[config.mk]
export PLATFORM = sky130hd
export DESIGN_NAME = sram_controller
export DESIGN_NICKNAME = d
export VERILOG_FILES = /design/src/rtl/sram_pkg.sv /design/src/rtl/sram_phase_counter.sv /design/src/rtl/sram_controller.sv
export SDC_FILE = /design/constraint.sdc
export NUM_CORES = 1
export LEC_CHECK = 0
export BUFFER_PORTS_ARGS = -buffer_cell sky130_fd_sc_hd__buf_2
export CAP_MARGIN = 10
export CELL_PAD_IN_SITES_DETAIL_PLACEMENT = 1
export CELL_PAD_IN_SITES_GLOBAL_PLACEMENT = 1
export CORE_MARGIN = 2
export CORE_UTILIZATION = 34
export CTS_CLUSTER_DIAMETER = 100
export CTS_CLUSTER_SIZE = 8
export DETAILED_ROUTE_END_ITERATION = 8
export PLACE_DENSITY_LB_ADDON = 0.1
export RECOVER_POWER = 50
export SKIP_CTS_REPAIR_TIMING = 1
export SYNTH_ARGS = -nofsm -noshare
export SYNTH_HDL_FRONTEND = slang
export SYNTH_SLANG_ARGS = --single-unit
[constraint.sdc]
create_clock -name clk -period 2.05 [get_ports clk]
set_clock_uncertainty 0.2 [all_clocks]
set_input_delay 0.205 -clock clk [delete_from_list [all_inputs] [get_ports clk]]
set_output_delay 0.205 -clock clk [all_outputs]
set_load 0.1 [all_outputs]
[src/rtl/sram_pkg.sv]
// Shared types and constants for the 16-bit asynchronous SRAM controller.
// Defines the FSM state encoding, bus widths and the half-word select helper.
package sram_pkg;

    typedef enum logic [1:0] {
        IDLE = 2'd0,
        LOW  = 2'd1,
        HIGH = 2'd2,
        DONE = 2'd3
    } state_t;

    typedef enum logic {
        HALF_LO = 1'b0,
        HALF_HI = 1'b1
    } half_sel_t;

    localparam logic [31:0] BASE_ADDR_DEFAULT = 32'd1024;
    localparam int          SRAM_DW           = 16;
    localparam int          CPU_DW            = 32;
    localparam int          CNT_W             = 4;

    function automatic logic [SRAM_DW-1:0] half_of(input logic [CPU_DW-1:0] w,
                                                   input half_sel_t         h);
        return (h == HALF_HI) ? w[CPU_DW-1:SRAM_DW] : w[SRAM_DW-1:0];
    endfunction

endpackage

[src/rtl/sram_phase_counter.sv]
// Loadable down-counter timing one half-word phase; tc is high on the phase's
// last cycle (count == 0).
module sram_phase_counter
    import sram_pkg::*;
#(
    parameter int WIDTH = CNT_W
) (
    input  logic             clk,
    input  logic             rst,
    input  logic             load,
    input  logic [WIDTH-1:0] load_val,
    input  logic             en,
    output logic             tc
);

    logic [WIDTH-1:0] count;

    // NOTE: sequential state is written only with non-blocking assignments.
    always_ff @(posedge clk) begin
        if (rst) begin
            count <= '0;
        end else if (load) begin
            count <= load_val;
        end else if (en && count != '0) begin
            count <= count - 1'b1;
        end
    end

    assign tc = (count == '0);

endmodule

[src/rtl/sram_controller.sv]
// Sequences 32-bit load/store requests onto a 16-bit asynchronous SRAM as two
// timed half-word phases. Optional macro SRAM_ADDR_CHECK_EN adds addr_err.
module sram_controller
    import sram_pkg::*;
#(
    parameter int          ACCESS_CYCLES = 3,
    parameter logic [31:0] BASE_ADDR     = BASE_ADDR_DEFAULT,
    parameter int          SRAM_AW       = 18
) (
    input  logic               clk,
    input  logic               rst,
    input  logic               rd_en,
    input  logic               wr_en,
    input  logic [CPU_DW-1:0]  address,
    input  logic [CPU_DW-1:0]  write_data,
    output logic [CPU_DW-1:0]  read_data,
    output logic               ready,
    output logic [SRAM_AW-1:0] sram_addr,
    output logic [SRAM_DW-1:0] sram_dq_out,
    input  logic [SRAM_DW-1:0] sram_dq_in,
    output logic               sram_dq_oe,
    output logic               sram_we_n
`ifdef SRAM_ADDR_CHECK_EN
    ,
    output logic               addr_err
`endif
);

    localparam int              WORD_W     = SRAM_AW - 1;
    localparam logic [CNT_W-1:0] PHASE_LOAD = CNT_W'(ACCESS_CYCLES - 1);

    state_t             state_q, state_d;
    logic               is_wr_q;
    logic [WORD_W-1:0]  word_q;
    logic [CPU_DW-1:0]  wdata_q;
    logic               req;
    logic               accept;
    logic               addr_bad;
    logic [CPU_DW-1:0]  offset;
    logic [WORD_W-1:0]  word_in;
    logic               cnt_load, cnt_en, cnt_tc;
    half_sel_t          half;

    assign req     = rd_en | wr_en;
    assign accept  = (state_q == IDLE) && req;
    assign offset  = address - BASE_ADDR;
    assign word_in = WORD_W'(offset >> 2);

`ifdef SRAM_ADDR_CHECK_EN
    logic err_q;
    // Out-of-window or misaligned requests skip the SRAM entirely.
    assign addr_bad = (address < BASE_ADDR) || (address[1:0] != 2'b00) ||
                      (offset[CPU_DW-1:SRAM_AW+1] != '0);
    assign addr_err = (state_q == DONE) && err_q;
`else
    assign addr_bad = 1'b0;
`endif

    sram_phase_counter #(.WIDTH(CNT_W)) u_phase_cnt (
        .clk      (clk),
        .rst      (rst),
        .load     (cnt_load),
        .load_val (PHASE_LOAD),
        .en       (cnt_en),
        .tc       (cnt_tc)
    );

    always_ff @(posedge clk) begin
        if (rst) begin
            state_q <= IDLE;
        end else begin
            state_q <= state_d;
        end
    end

    // NOTE: every output of this block gets a default first so no latch is inferred.
    always_comb begin
        state_d     = state_q;
        ready       = 1'b0;
        cnt_load    = 1'b0;
        cnt_en      = 1'b0;
        half        = HALF_LO;
        sram_addr   = '0;
        sram_dq_out = '0;
        sram_dq_oe  = 1'b0;
        sram_we_n   = 1'b1;

        unique case (state_q)
            IDLE: begin
                ready = ~req;
                if (req) begin
                    state_d  = addr_bad ? DONE : LOW;
                    cnt_load = 1'b1;
                end
            end
            LOW, HIGH: begin
                half        = (state_q == HIGH) ? HALF_HI : HALF_LO;
                cnt_en      = 1'b1;
                sram_addr   = {word_q, half};
                sram_dq_out = is_wr_q ? half_of(wdata_q, half) : '0;
                sram_dq_oe  = is_wr_q;
                sram_we_n   = ~is_wr_q;
                if (cnt_tc) begin
                    state_d  = (state_q == LOW) ? HIGH : DONE;
                    cnt_load = 1'b1;
                end
            end
            DONE: begin
                ready   = 1'b1;
                state_d = IDLE;
            end
            default: state_d = IDLE;
        endcase
    end

    // Request latches and read assembly; SRAM data is captured on each phase's last cycle.
    always_ff @(posedge clk) begin
        if (rst) begin
            is_wr_q   <= 1'b0;
            word_q    <= '0;
            wdata_q   <= '0;
            read_data <= '0;
`ifdef SRAM_ADDR_CHECK_EN
            err_q     <= 1'b0;
`endif
        end else begin
            if (accept) begin
                is_wr_q <= wr_en;
                word_q  <= word_in;
                wdata_q <= write_data;
`ifdef SRAM_ADDR_CHECK_EN
                err_q   <= addr_bad;
                if (addr_bad && !wr_en) begin
                    read_data <= '0;
                end
`endif
            end
            if (state_q == LOW && cnt_tc && !is_wr_q) begin
                read_data[SRAM_DW-1:0] <= sram_dq_in;
            end
            if (state_q == HIGH && cnt_tc && !is_wr_q) begin
                read_data[CPU_DW-1:SRAM_DW] <= sram_dq_in;
            end
        end
    end

endmodule

Word level (Yosys, flattened, before mapping) --
Index checks and enable logic that the tools add are counted.
Cells by class: multiplexer cells 18, $lt $le $gt $ge 0, bitwise gates (word level) 3, reductions and logical operators 14, $add $sub $neg 2, divide/modulo/power cells 0, eq/ne operators 5, multiply operators 0, shift-type cells 0
Operators with widths (count):
- $mux W16 | 3
- $sub A19 B11 Y19 const B | 1
- $mux W18 | 1
- $mux W2 | 4
- $mux W1 | 7
- $logic_and A1 B1 Y1 | 6
- $pmux W2 S3 | 1
- $eq A2 B2 Y1 const B | 2
- $logic_not A4 Y1 | 1
- $ne A2 B2 Y1 const B | 2
- $pmux W1 S2 | 2
- $reduce_bool A4 Y1 | 1
- $reduce_or A2 Y1 | 2
- $sub A4 B1 Y4 const B | 1
- $eq A2 B1 Y1 const B | 1
- $logic_not A2 Y1 | 1
- $not A1 Y1 | 2
- $reduce_and A2 Y1 | 1
- $reduce_bool A2 Y1 | 1
- $logic_not A1 Y1 | 1
- $or A1 B1 Y1 | 1
Word-level totals: logic and storage cells 50, input bits 84, RAM bits 0, output and inout port bits 69, memories kept 0, ROM bits 0, bits in latches 0, register bits after elaboration 88

Longest topological paths before layout --
Gate-level depths: netlist of run 1.
word-level depth 6, depth in mapped cells 7, gate-level depth less buffers 5

Modules after synthesis --
Synthesis of run 1 repeated with hierarchy kept, for this count alone.
Unflattened totals: cell total of the unflattened synthesis 477, area, all modules 3736.1 µm²
By module, submodules not included:
- sram_controller | sequential area each 1681.6 µm², times used 1, cells an instance 448, area each 3473.3 µm²
- sram_phase_counter | sequential area each 80.1 µm², times used 1, cells an instance 29, area each 262.8 µm²

Worst setup path before layout of run 1 --
No wires, ideal clock.
kind flip-flop to output port, start register state_q[0], end output port sram_dq_out[10], cell stages (with the launch flop) 7, setup slack -1.661 ns, required time 1.645 ns, arrival 3.306 ns, buffers on the path 2, cell sequence dfxtp_1 -> inv_1 -> ha_1 -> clkbuf_1 -> nand2_1 -> clkbuf_1 -> nor2_1
Between the ends: word-level cells in the longest chain between the ends 5, elaborated cells on any way between the ends 7, classes of those cells eq/ne (2); mux (4); reduce/logical (1)
Ends and longest elaborated chain:
- start, declared | line sram_controller.sv:32 | state_t state_q, state_d;
- start signal, assigned | line sram_controller.sv:72 | state_q <= state_d;
- $eq A2 B2 Y1 | line sram_controller.sv:88, sram_controller.sv:97
- $mux W1 | line sram_controller.sv:97 | half = (state_q == HIGH) ? HALF_HI : HALF_LO;
- $mux W16 | line sram_pkg.sv:24 | return (h == HALF_HI) ? w[CPU_DW-1:SRAM_DW] : w[SRAM_DW-1:0];
- $mux W16 | line sram_controller.sv:100 | sram_dq_out = is_wr_q ? half_of(wdata_q, half) : '0;
- $mux W16 (*) | line sram_controller.sv:88 | unique case (state_q)
- end, declared | line sram_controller.sv:19 | output logic [SRAM_DW-1:0] sram_dq_out,
Every way passes the cells marked *; elsewhere a longest branch is shown, timed or not.

Worst setup path in the final report of run 1 --
start register state_q[0], end output port sram_dq_out[6]
Same word-level chain as after synthesis.

==> flow_summary.yaml, run 1 <==
run_status:
  status: "complete, but fails checks"
  violations: "negative setup slack"
clocking:
  cts-root-buf: "clkbuf_8"
  insertion_delay_ns: 0.36
  cts.sinks: 88
  cts_tree: "built"
  clk_path_buf_depth: 2
  cts_buffers: 9
  clkTransAtPathRegs_ns: 0.09
  cts_max_level: 3
pwr:
  switching_share_pct: 49.0
  power_density_nw_per_um2: 1510
  vdd_drop_max_mv: 0.935
  p_sw_w: 0.00495
  leakagePower_nw: 2.83
  power_frac_seq_pct: 24.6
  pwr-share-comb_pct: 63.6
  clockPowerShare_pct: 11.7
  power_w: 0.0101
  p_int_w: 0.00515
setup_path:
  rr_worst_depth: 6
  cp_cell_sequence: "inv_4 -> ha_4 -> buf_12 -> mux2i_2 -> nor2_4 -> buf_12"
  cpMaxStageDelayCell: "dfxtp_4"
  path_max_fanout: 8
  critPathMaxStageDelay_ns: 0.37
  crit-reg2reg-launch: "u_phase_cnt.count[1]"
  arrival_ns: 1.72
  rrSetupSlack_ns: 0.02
  end_kind: "output pin"
  critPathKind: "reg -> out"
  worstPathRequired_ns: 1.64
  crit_top_cell: "buf_12"
  r2r_end: "read_data[5]"
  path_depth: 6
  critPathTopFamily: "buffers and inverters"
  crit_buf_inv: 3
  startpoint_type: "flop"
timing:
  worst_pin_slew_ns: 0.558
  finalHoldViolCount: 0
  finalSetupViolations: 29
  slew_violations: 0
  setup_slack_ns: -0.0742
  fmaxAchievable_ghz: 0.471
  rsz0062_at_grt: "true"
  period_minus_slack_ns: 2.12
  max_slew_margin_pct: 63.0
  period_share_pct: 104
synth:
  synth_top_family_by_area: "simple AND/OR/NAND/NOR gates"
  yosys.area_share.adder_pct: 2.29
  syn_nets: 547
  synth_top_area_share_pct: 46.1
  synth_flop_cell: "dfxtp_1"
  synth_xor_area_share_pct: 0.458
  synthTopCellsByArea: "dfxtp_1, mux2i_1, nand2_1"
  muxShareOfSynthArea_pct: 13.6
  synth_compound_area_share_pct: 10.3
  syn_area_um2: 3820
  synth.most_common_cell: "nand2_1"
  yosysTopAreaCell: "dfxtp_1"
  yosysSeqAreaShare_pct: 46.1
  synthSimpleGateAreaFrac_pct: 22.6
  synth_edf_count: 0
  yosysWarnings: 0
  synth.distinct_cells: 42
  synthCells: 456
  ys_async_sr_fraction_pct: 0
  yosys-top-cells-count: "nand2_1, dfxtp_1, mux2i_1"
  ys_ff_latch: 88
  avgSynthCellArea_um2: 8.39
final_layout:
  diodes: 0
  fill_cells: 1218
  postLayoutCellArea_um2: 6680
  nets: 760
  areaGrowthSynthToFinish_pct: 74.6
  drive_gt1_share_pct: 38.0
placement:
  hpwl_um: 7730
  placed_area_um2: 5520
  place_congestion: 0.708
  port_buffers: 137
route:
  vias: 3946
  routed_via_density: 4.85
  detail-route-antenna-nets: 0
  wl_per_cell_um: 16.0
  totalWireLength_um: 13000
  drc: 0
  drt_iter0_markers: 121
  dr.pass1.iters: 4
min_path:
  holdPathStages: 3
  min_path_type: "in -> reg"
  min_to: "word_q[13]"
  hp-start: "address[14]"
floorplanning:
  pin_count: 153
  die_w_um: 110
  coreArea_um2: 10900
  die_y_um: 110
  row_count: 38
  die-area_um2: 12100
  start_util_pct: 35.1
grt:
  antenna_found_initial: 0
  grt_usage_pct: 18.2
  grt_pass1_vias: 3593
  grt_max_degree: 52
  grt_pass1_wl_um: 17100
  grt-ovfl-total: 0
run:
  drv_cap: 0
==> flip-flops by register name, indices dropped and copies added (netlist names) <==
register	count
is_wr_q	1
read_data	32
u_phase_cnt.count	4
word_q	17
wdata_q	32
state_q	2
==> through the flow <==
stage / setup TNS [ns] / utilization (%) / setup slack (ns) / hold slack (ns) / std cells
final: -1.42 / 61.3 / -0.0742 / 0.00150 / 814
after global routing: -3.45 / 61.3 / -0.152 / 0.00842 / 814
after CTS: -5.88 / 52.4 / -0.228 / -0.155 / 732
after detailed placement: 0 / 50.7 / 0.0372 / 0.245 / 716
after global placement: 0 / 50.7 / 0.140 / 0.238 / 716
after floorplan: -0.618 / - / -0.0585 / 0.101 / 456
==> area by class of cell <==
cell class | count | area, um^2 | share of cell area [%]
clock buffers | 10 | 128 | 1.91
clock inverters | 6 | 60.1 | 0.900
inverters | 8 | 38.8 | 0.581
multi-input cells | 332 | 2280 | 34.1
flip-flops and latches | 88 | 1780 | 26.6
well taps | 140 | 175 | 2.62
repair buffers | 230 | 2220 | 33.3
==> layer usage <==
metal	up-vias	share of wire, %	routed length [um]	track usage (%)
met4	0	1.5	198	7.05
li1	1943	-	-	-
met3	15	4.2	545	4.29
met5	-	0	0	0
met2	96	52	6760	30.7
met1	1892	42	5490	22.3
==> logic make-up (layout without fill, tap and decap cells) <==
logic type / after synthesis / count (layout)
buf+inv: 39 / 254
simple gates: 197 / 200
mux: 52 / 52
fa+ha+maj: 7 / 7
xor+xnor: 2 / 2
flops: 88 / 88
compound gates: 71 / 71
==> power by group through the flow <==
| stage | Sequential [W] | Clock [W] | Combinational [W] |
|---|---|---|---|
| 6_report | 0.00249 | 0.00119 | 0.00643 |
| 5_1_grt | 0.00254 | 0.00129 | 0.00679 |
| 4_1_cts | 0.00241 | 0.00123 | 0.00551 |
| 3_5_place_dp | 0.00245 | 0 | 0.00549 |
| 3_3_place_gp | 0.00242 | 0 | 0.00540 |
| 2_1_floorplan | 0.00327 | 0 | 0.00324 |
==> layout by cell type (no fill, tap or decap), types with 3 or more instances in the layout <==
cell type	n
nand2_1	135
dfxtp_1	83
buf_2	76
dlygate4sd3_1	64
a21oi_1	45
buf_12	44
mux2i_1	36
clkbuf_2	24
buf_4	18
nor2_4	17
and2_4	17
mux2i_2	12
o21ai_0	10
clkbuf_8	9
nor2_1	5
a31oi_1	4
a211oi_1	4
ha_1	4
inv_2	3
nand2_8	3
mux2i_4	3
clkinvlp_4	3
ha_4	3
clkinv_2	3
dfxtp_4	3
==> tightest hold or removal path, stage by stage <==
cell	delay, ns
buf_2	0.13
or3_1	0.11
a31oi_1	0.07
==> worst max-delay path by stage <==
stage	to	slack, ns	start
2_1_floorplan	sram_dq_out[10]	-0.06	state_q[0]
3_3_place_gp	read_data[10]	0.14	u_phase_cnt.count[0]
3_5_place_dp	read_data[9]	0.04	u_phase_cnt.count[0]
4_1_cts	sram_addr[16]	-0.23	state_q[0]
5_1_grt	sram_dq_out[6]	-0.15	state_q[0]
6_report	sram_dq_out[6]	-0.07	state_q[0]
Power figures use the tool's default switching activity.
==> inputs of run 2 (changes only) <==
Settings changed: CTS_CLUSTER_SIZE 8 to default, GPL_TIMING_DRIVEN from default to 0, SKIP_LAST_GASP from default to 1.
==> run 2 against run 1 <==
Fmax decreased by 6.8%. Via count increased by 3.8%. Total power decreased by 0.74%. Non-clock buffer count increased by 18. The run still ends with negative setup slack left. Design area decreased by 0.75%. Largest power group unchanged.
==> flow_summary.yaml, run 2 (synthesis results as in run 1) <==
run_status:
  status: "complete, but fails checks"
  violations: "negative setup slack"
run:
  drv_cap: 0
final_layout:
  fill_cells: 1226
  fin_util_pct: 60.9
  reg.largest.list: "read_data x32, wdata_q x32, word_q x17"
  layout_common_cells: "nand2_1, dfxtp_1, buf_2"
  nets: 776
  mostFrequentLayoutCell: "nand2_1"
  drive_gt1_share_pct: 36.7
  areaGrowthSynthToFinish_pct: 73.3
  postLayoutCellArea_um2: 6630
placement:
  hpwl_um: 8760
  placed_area_um2: 4990
  pre_cts_slack_ns: -0.347
  place_congestion: 0.725
  port_buffers: 136
setup_path:
  cp_cell_sequence: "inv_4 -> ha_4 -> clkbuf_16 -> nand2_8 -> clkbuf_16 -> nor2_4 -> buf_12"
  critPathKind: "reg -> out"
  startpoint_type: "flop"
  critPathMaxStageDelay_ns: 0.38
  cpMaxStageDelayCell: "dfxtp_4"
  end_kind: "output pin"
  worstPathRequired_ns: 1.64
  crit_top_cell: "clkbuf_16"
  path_max_fanout: 6
  arrival_ns: 1.87
clocking:
  cts-root-buf: "clkbuf_8"
  cts_buffers: 9
  cts_max_level: 3
  clkTransAtPathRegs_ns: 0.08
  clk_path_buf_depth: 2
  cts.sinks: 88
  cts_tree: "built"
  insertion_delay_ns: 0.36
timing:
  finalSetupTns_ns: -6.42
  setup_slack_ns: -0.230
  fmaxAchievable_ghz: 0.439
  slew_violations: 0
  period_minus_slack_ns: 2.28
  rsz0062_at_grt: "true"
  finalSetupViolations: 74
  worst_pin_slew_ns: 0.754
  period_share_pct: 111
  max_slew_margin_pct: 49.4
  finalHoldViolCount: 0
pwr:
  clockPowerShare_pct: 11.0
  switching_share_pct: 50.1
  pwr-share-comb_pct: 64.4
  leakagePower_nw: 2.82
  power_w: 0.0100
  p_int_w: 0.00501
  p_sw_w: 0.00502
  vdd_drop_max_mv: 1.14
  power_frac_seq_pct: 24.6
  power_density_nw_per_um2: 1510
route:
  dr.pass1.iters: 4
  wl_per_cell_um: 18.2
  totalWireLength_um: 15100
  drt_iter0_markers: 131
  routed_via_density: 4.93
  drc: 0
  detail-route-antenna-nets: 0
  vias: 4097
grt:
  grt_max_degree: 15
  met1_usage_pct: 22.9
  grt_pass1_vias: 3840
  grt_pass1_wl_um: 18300
  grt_usage_pct: 19.7
  top_usage_layer: "met2"
  antenna_found_initial: 1
  use_met3_pct: 3.64
  globalRouteMet2Util_pct: 35.7
  grt-ovfl-total: 0
floorplanning:
  pin_count: 153
  die_y_um: 110
  row_count: 38
  die_w_um: 110
  die-area_um2: 12100
  coreArea_um2: 10900
  start_util_pct: 35.1
min_path:
  min_path_type: "in -> reg"
==> run 2: worst max-delay path, delay by kind of cell, from the launching register on <==
kind,cells,cell delay [ns]
adder cells (fa/ha/maj),1,0.27
AND/OR/NAND/NOR,2,0.24
flip-flops,1,0.38
buffers and inverters,4,0.62
==> run 2: power by group through the flow <==
stage	clock [W]	combinational [W]	sequential, W
floorplan	0	0.00324	0.00327
global placement	0	0.00495	0.00243
detailed placement	0	0.00503	0.00245
CTS	0.00114	0.00504	0.00241
global route	0.00121	0.00677	0.00251
finish	0.00111	0.00646	0.00247
==> run 2: path summary, 6_finish.rpt <==
path          startpoint               to  slack, ns  cells after the start
min reg2reg    word_q[5]        word_q[5]       0.26                      2
min          address[17]       word_q[15]      0.002                      3
max reg2reg   state_q[0]       wdata_q[0]      -0.11                      7
max           state_q[0]  sram_dq_out[12]      -0.23                      7
==> run 2: stage by stage <==
stage | std cells | hold WS (ns)
2_1_floorplan | 456 | 0.101
3_3_place_gp | 732 | 0.238
3_5_place_dp | 732 | 0.246
4_1_cts | 748 | -0.144
5_1_grt | 831 | 0.0231
6_report | 831 | 0.00206
==> run 2: routing by layer <==
metal | vias to the layer above | share of wire [%] | wire length, um
met4 | 0 | 1.8 | 274
met3 | 23 | 4.3 | 645
met2 | 107 | 54 | 8110
met5 | - | 0 | 0
met1 | 1994 | 40 | 6080
li1 | 1973 | - | -
==> run 2: area by class of cell <==
type                            count  area [um^2]  share of cell area (%)
Tap cell                          140          175                    2.64
Multi-Input combinational cell    330         2190                    33.1
Inverter                            8         38.8                   0.585
Clock buffer                       10          138                    2.08
Clock inverter                      6         35.0                   0.529
Antenna cell                        1         2.50                  0.0378
Sequential cell                    88         1770                    26.7
Buffer                             30          244                    3.68
Timing Repair Buffer              218         2030                    30.6
==> inputs of run 3 (changes only) <==
==> constraint.sdc (replaced) <==
create_clock -name clk -period 2.05 [get_ports clk]
set_clock_uncertainty 0.2 [all_clocks]
set_input_delay 0.1025 -clock clk [delete_from_list [all_inputs] [get_ports clk]]
set_output_delay 0.1025 -clock clk [all_outputs]
set_load 0.1 [all_outputs]
==> run 3 against run 2 <==
The run ends with negative hold slack, negative setup slack left. Non-clock buffer count rose by 4. Highest routed layer unchanged. Combinational power fell by 2%. Sequential share of layout area fell by 0.24 points. Wire length fell by 1.8%. Clock power rose by 21%. Critical path depth did not move. Via count fell by 0.54%. Cell count rose by 0.36%.
==> flow_summary.yaml, run 3 (synthesis results as in run 1) <==
run_status:
  status: "complete, but fails checks"
  violations: "negative hold slack, negative setup slack"
placement:
  port_buffers: 136
  post-place-cells: 732
  hpwl_um: 8770
  place_congestion: 0.747
clocking:
  cts_buffers: 9
  insertion_delay_ns: 0.37
  cts.sinks: 88
  cts-root-buf: "clkbuf_8"
  cts_tree: "built"
  clk_path_buf_depth: 2
  clkTransAtPathRegs_ns: 0.09
  cts_max_level: 3
final_layout:
  layout_common_cells: "nand2_1, dfxtp_1, buf_2"
  fill_cells: 1247
  nets: 780
  mostFrequentLayoutCell: "nand2_1"
  drive_gt1_share_pct: 36.2
  diodes: 0
  areaGrowthSynthToFinish_pct: 75.0
  reg.largest.list: "read_data x32, wdata_q x32, word_q x17"
  instances_no_fill: 834
grt:
  grt_pass1_wl_um: 18600
  grt_usage_pct: 19.9
  antenna_found_initial: 0
  grt-ovfl-total: 0
  grt_max_degree: 15
  grt_pass1_vias: 3736
min_path:
  min_to: "word_q[1]"
  hp-start: "rst"
  min_path_type: "in -> reg"
  holdPathStages: 2
setup_path:
  worstPathRequired_ns: 1.75
  startpoint_type: "flop"
  rrSetupSlack_ns: -0.04
  crit_top_cell: "buf_12"
  critPathKind: "reg -> out"
  crit-reg2reg-launch: "u_phase_cnt.count[0]"
  path_max_fanout: 5
  arrival_ns: 1.85
  crit_buf_inv: 4
  cpMaxStageDelayCell: "dfxtp_4"
  rr_worst_depth: 7
  r2r_end: "read_data[27]"
  end_kind: "output pin"
  critPathTopFamily: "buffers and inverters"
  critPathMaxStageDelay_ns: 0.38
  cp_cell_sequence: "inv_4 -> ha_4 -> buf_12 -> nand2_8 -> clkbuf_16 -> nor2_4 -> buf_12"
floorplanning:
  row_count: 38
  die-area_um2: 12100
  start_util_pct: 35.1
  die_y_um: 110
  coreArea_um2: 10900
  pin_count: 153
  die_w_um: 110
route:
  routed_via_density: 4.89
  drc: 0
  detail-route-antenna-nets: 0
  wl_per_cell_um: 17.8
  vias: 4075
  dr.pass1.iters: 4
  totalWireLength_um: 14800
  drt_iter0_markers: 172
timing:
  hold-worst-slack_ns: -0.0103
  slew_violations: 0
  period_minus_slack_ns: 2.15
  period_share_pct: 105
  finalSetupTns_ns: -1.32
  rsz0062_at_grt: "true"
  setup_slack_ns: -0.102
  finalSetupViolations: 39
  fmaxAchievable_ghz: 0.465
  max_slew_margin_pct: 50.6
  worst_pin_slew_ns: 0.737
  finalHoldViolCount: 2
pwr:
  leakagePower_nw: 2.85
  power_density_nw_per_um2: 1510
  power_w: 0.0101
  vdd_drop_max_mv: 0.855
run:
  drv_cap: 0
## run 3: metal layers
metal | track usage [%] | wire length, um | up-vias
met5 | 0 | 0 | -
met2 | 34.2 | 8080 | 90
met1 | 25.3 | 6040 | 1993
li1 | - | - | 1980
met3 | 3.23 | 571 | 12
met4 | 6.51 | 153 | 0
## run 3: area by class of cell
| type | instances | area (um^2) | share of cell area (%) |
|---|---|---|---|
| flip-flops and latches | 88 | 1770 | 26.5 |
| well taps | 140 | 175 | 2.62 |
| inverters | 8 | 36.3 | 0.542 |
| clock inverters | 4 | 51.3 | 0.767 |
| plain buffers | 30 | 218 | 3.25 |
| clock buffers | 12 | 165 | 2.47 |
| multi-input cells | 330 | 2210 | 33.1 |
| repair buffers | 222 | 2060 | 30.8 |
## run 3: through the flow
stage                     area, um^2  setup slack [ns]  utilization (%)  hold WS [ns]
after floorplan                 4060          -0.00341                -      -0.00187
after global placement          4910            -0.347             45.1         0.143
after detailed placement        4910            -0.323             45.1         0.150
after CTS                       5130            -0.745             47.1        -0.244
after global routing            6690            -0.161             61.4        0.0641
final                           6690            -0.102             61.4       -0.0103
## run 3: worst max path at each step
stage | startpoint | end | depth (start not counted)
3_5_place_dp | state_q[1] | sram_addr[13] | 6
6_report | state_q[0] | sram_dq_out[8] | 7
4_1_cts | state_q[1] | sram_addr[13] | 6
3_3_place_gp | state_q[1] | sram_addr[1] | 6
5_1_grt | state_q[0] | sram_dq_out[8] | 7
2_1_floorplan | state_q[1] | sram_dq_oe | 6
## run 3: worst reg2reg max path, delay by kind of cell, from the launching register on
| kind | cells | cell delay (ns) |
|---|---|---|
| muxes | 1 | 0.18 |
| DFF | 1 | 0.36 |
| buffers and inverters | 3 | 0.52 |
| adders and majority gates | 1 | 0.15 |
| and+or+nand+nor | 2 | 0.61 |
## run 3: where the power goes
group          switching [W]  internal [W]  total, W
Combinational        0.00401       0.00230   0.00632
Sequential          0.000318       0.00215   0.00247
Clock               0.000672      0.000665   0.00134
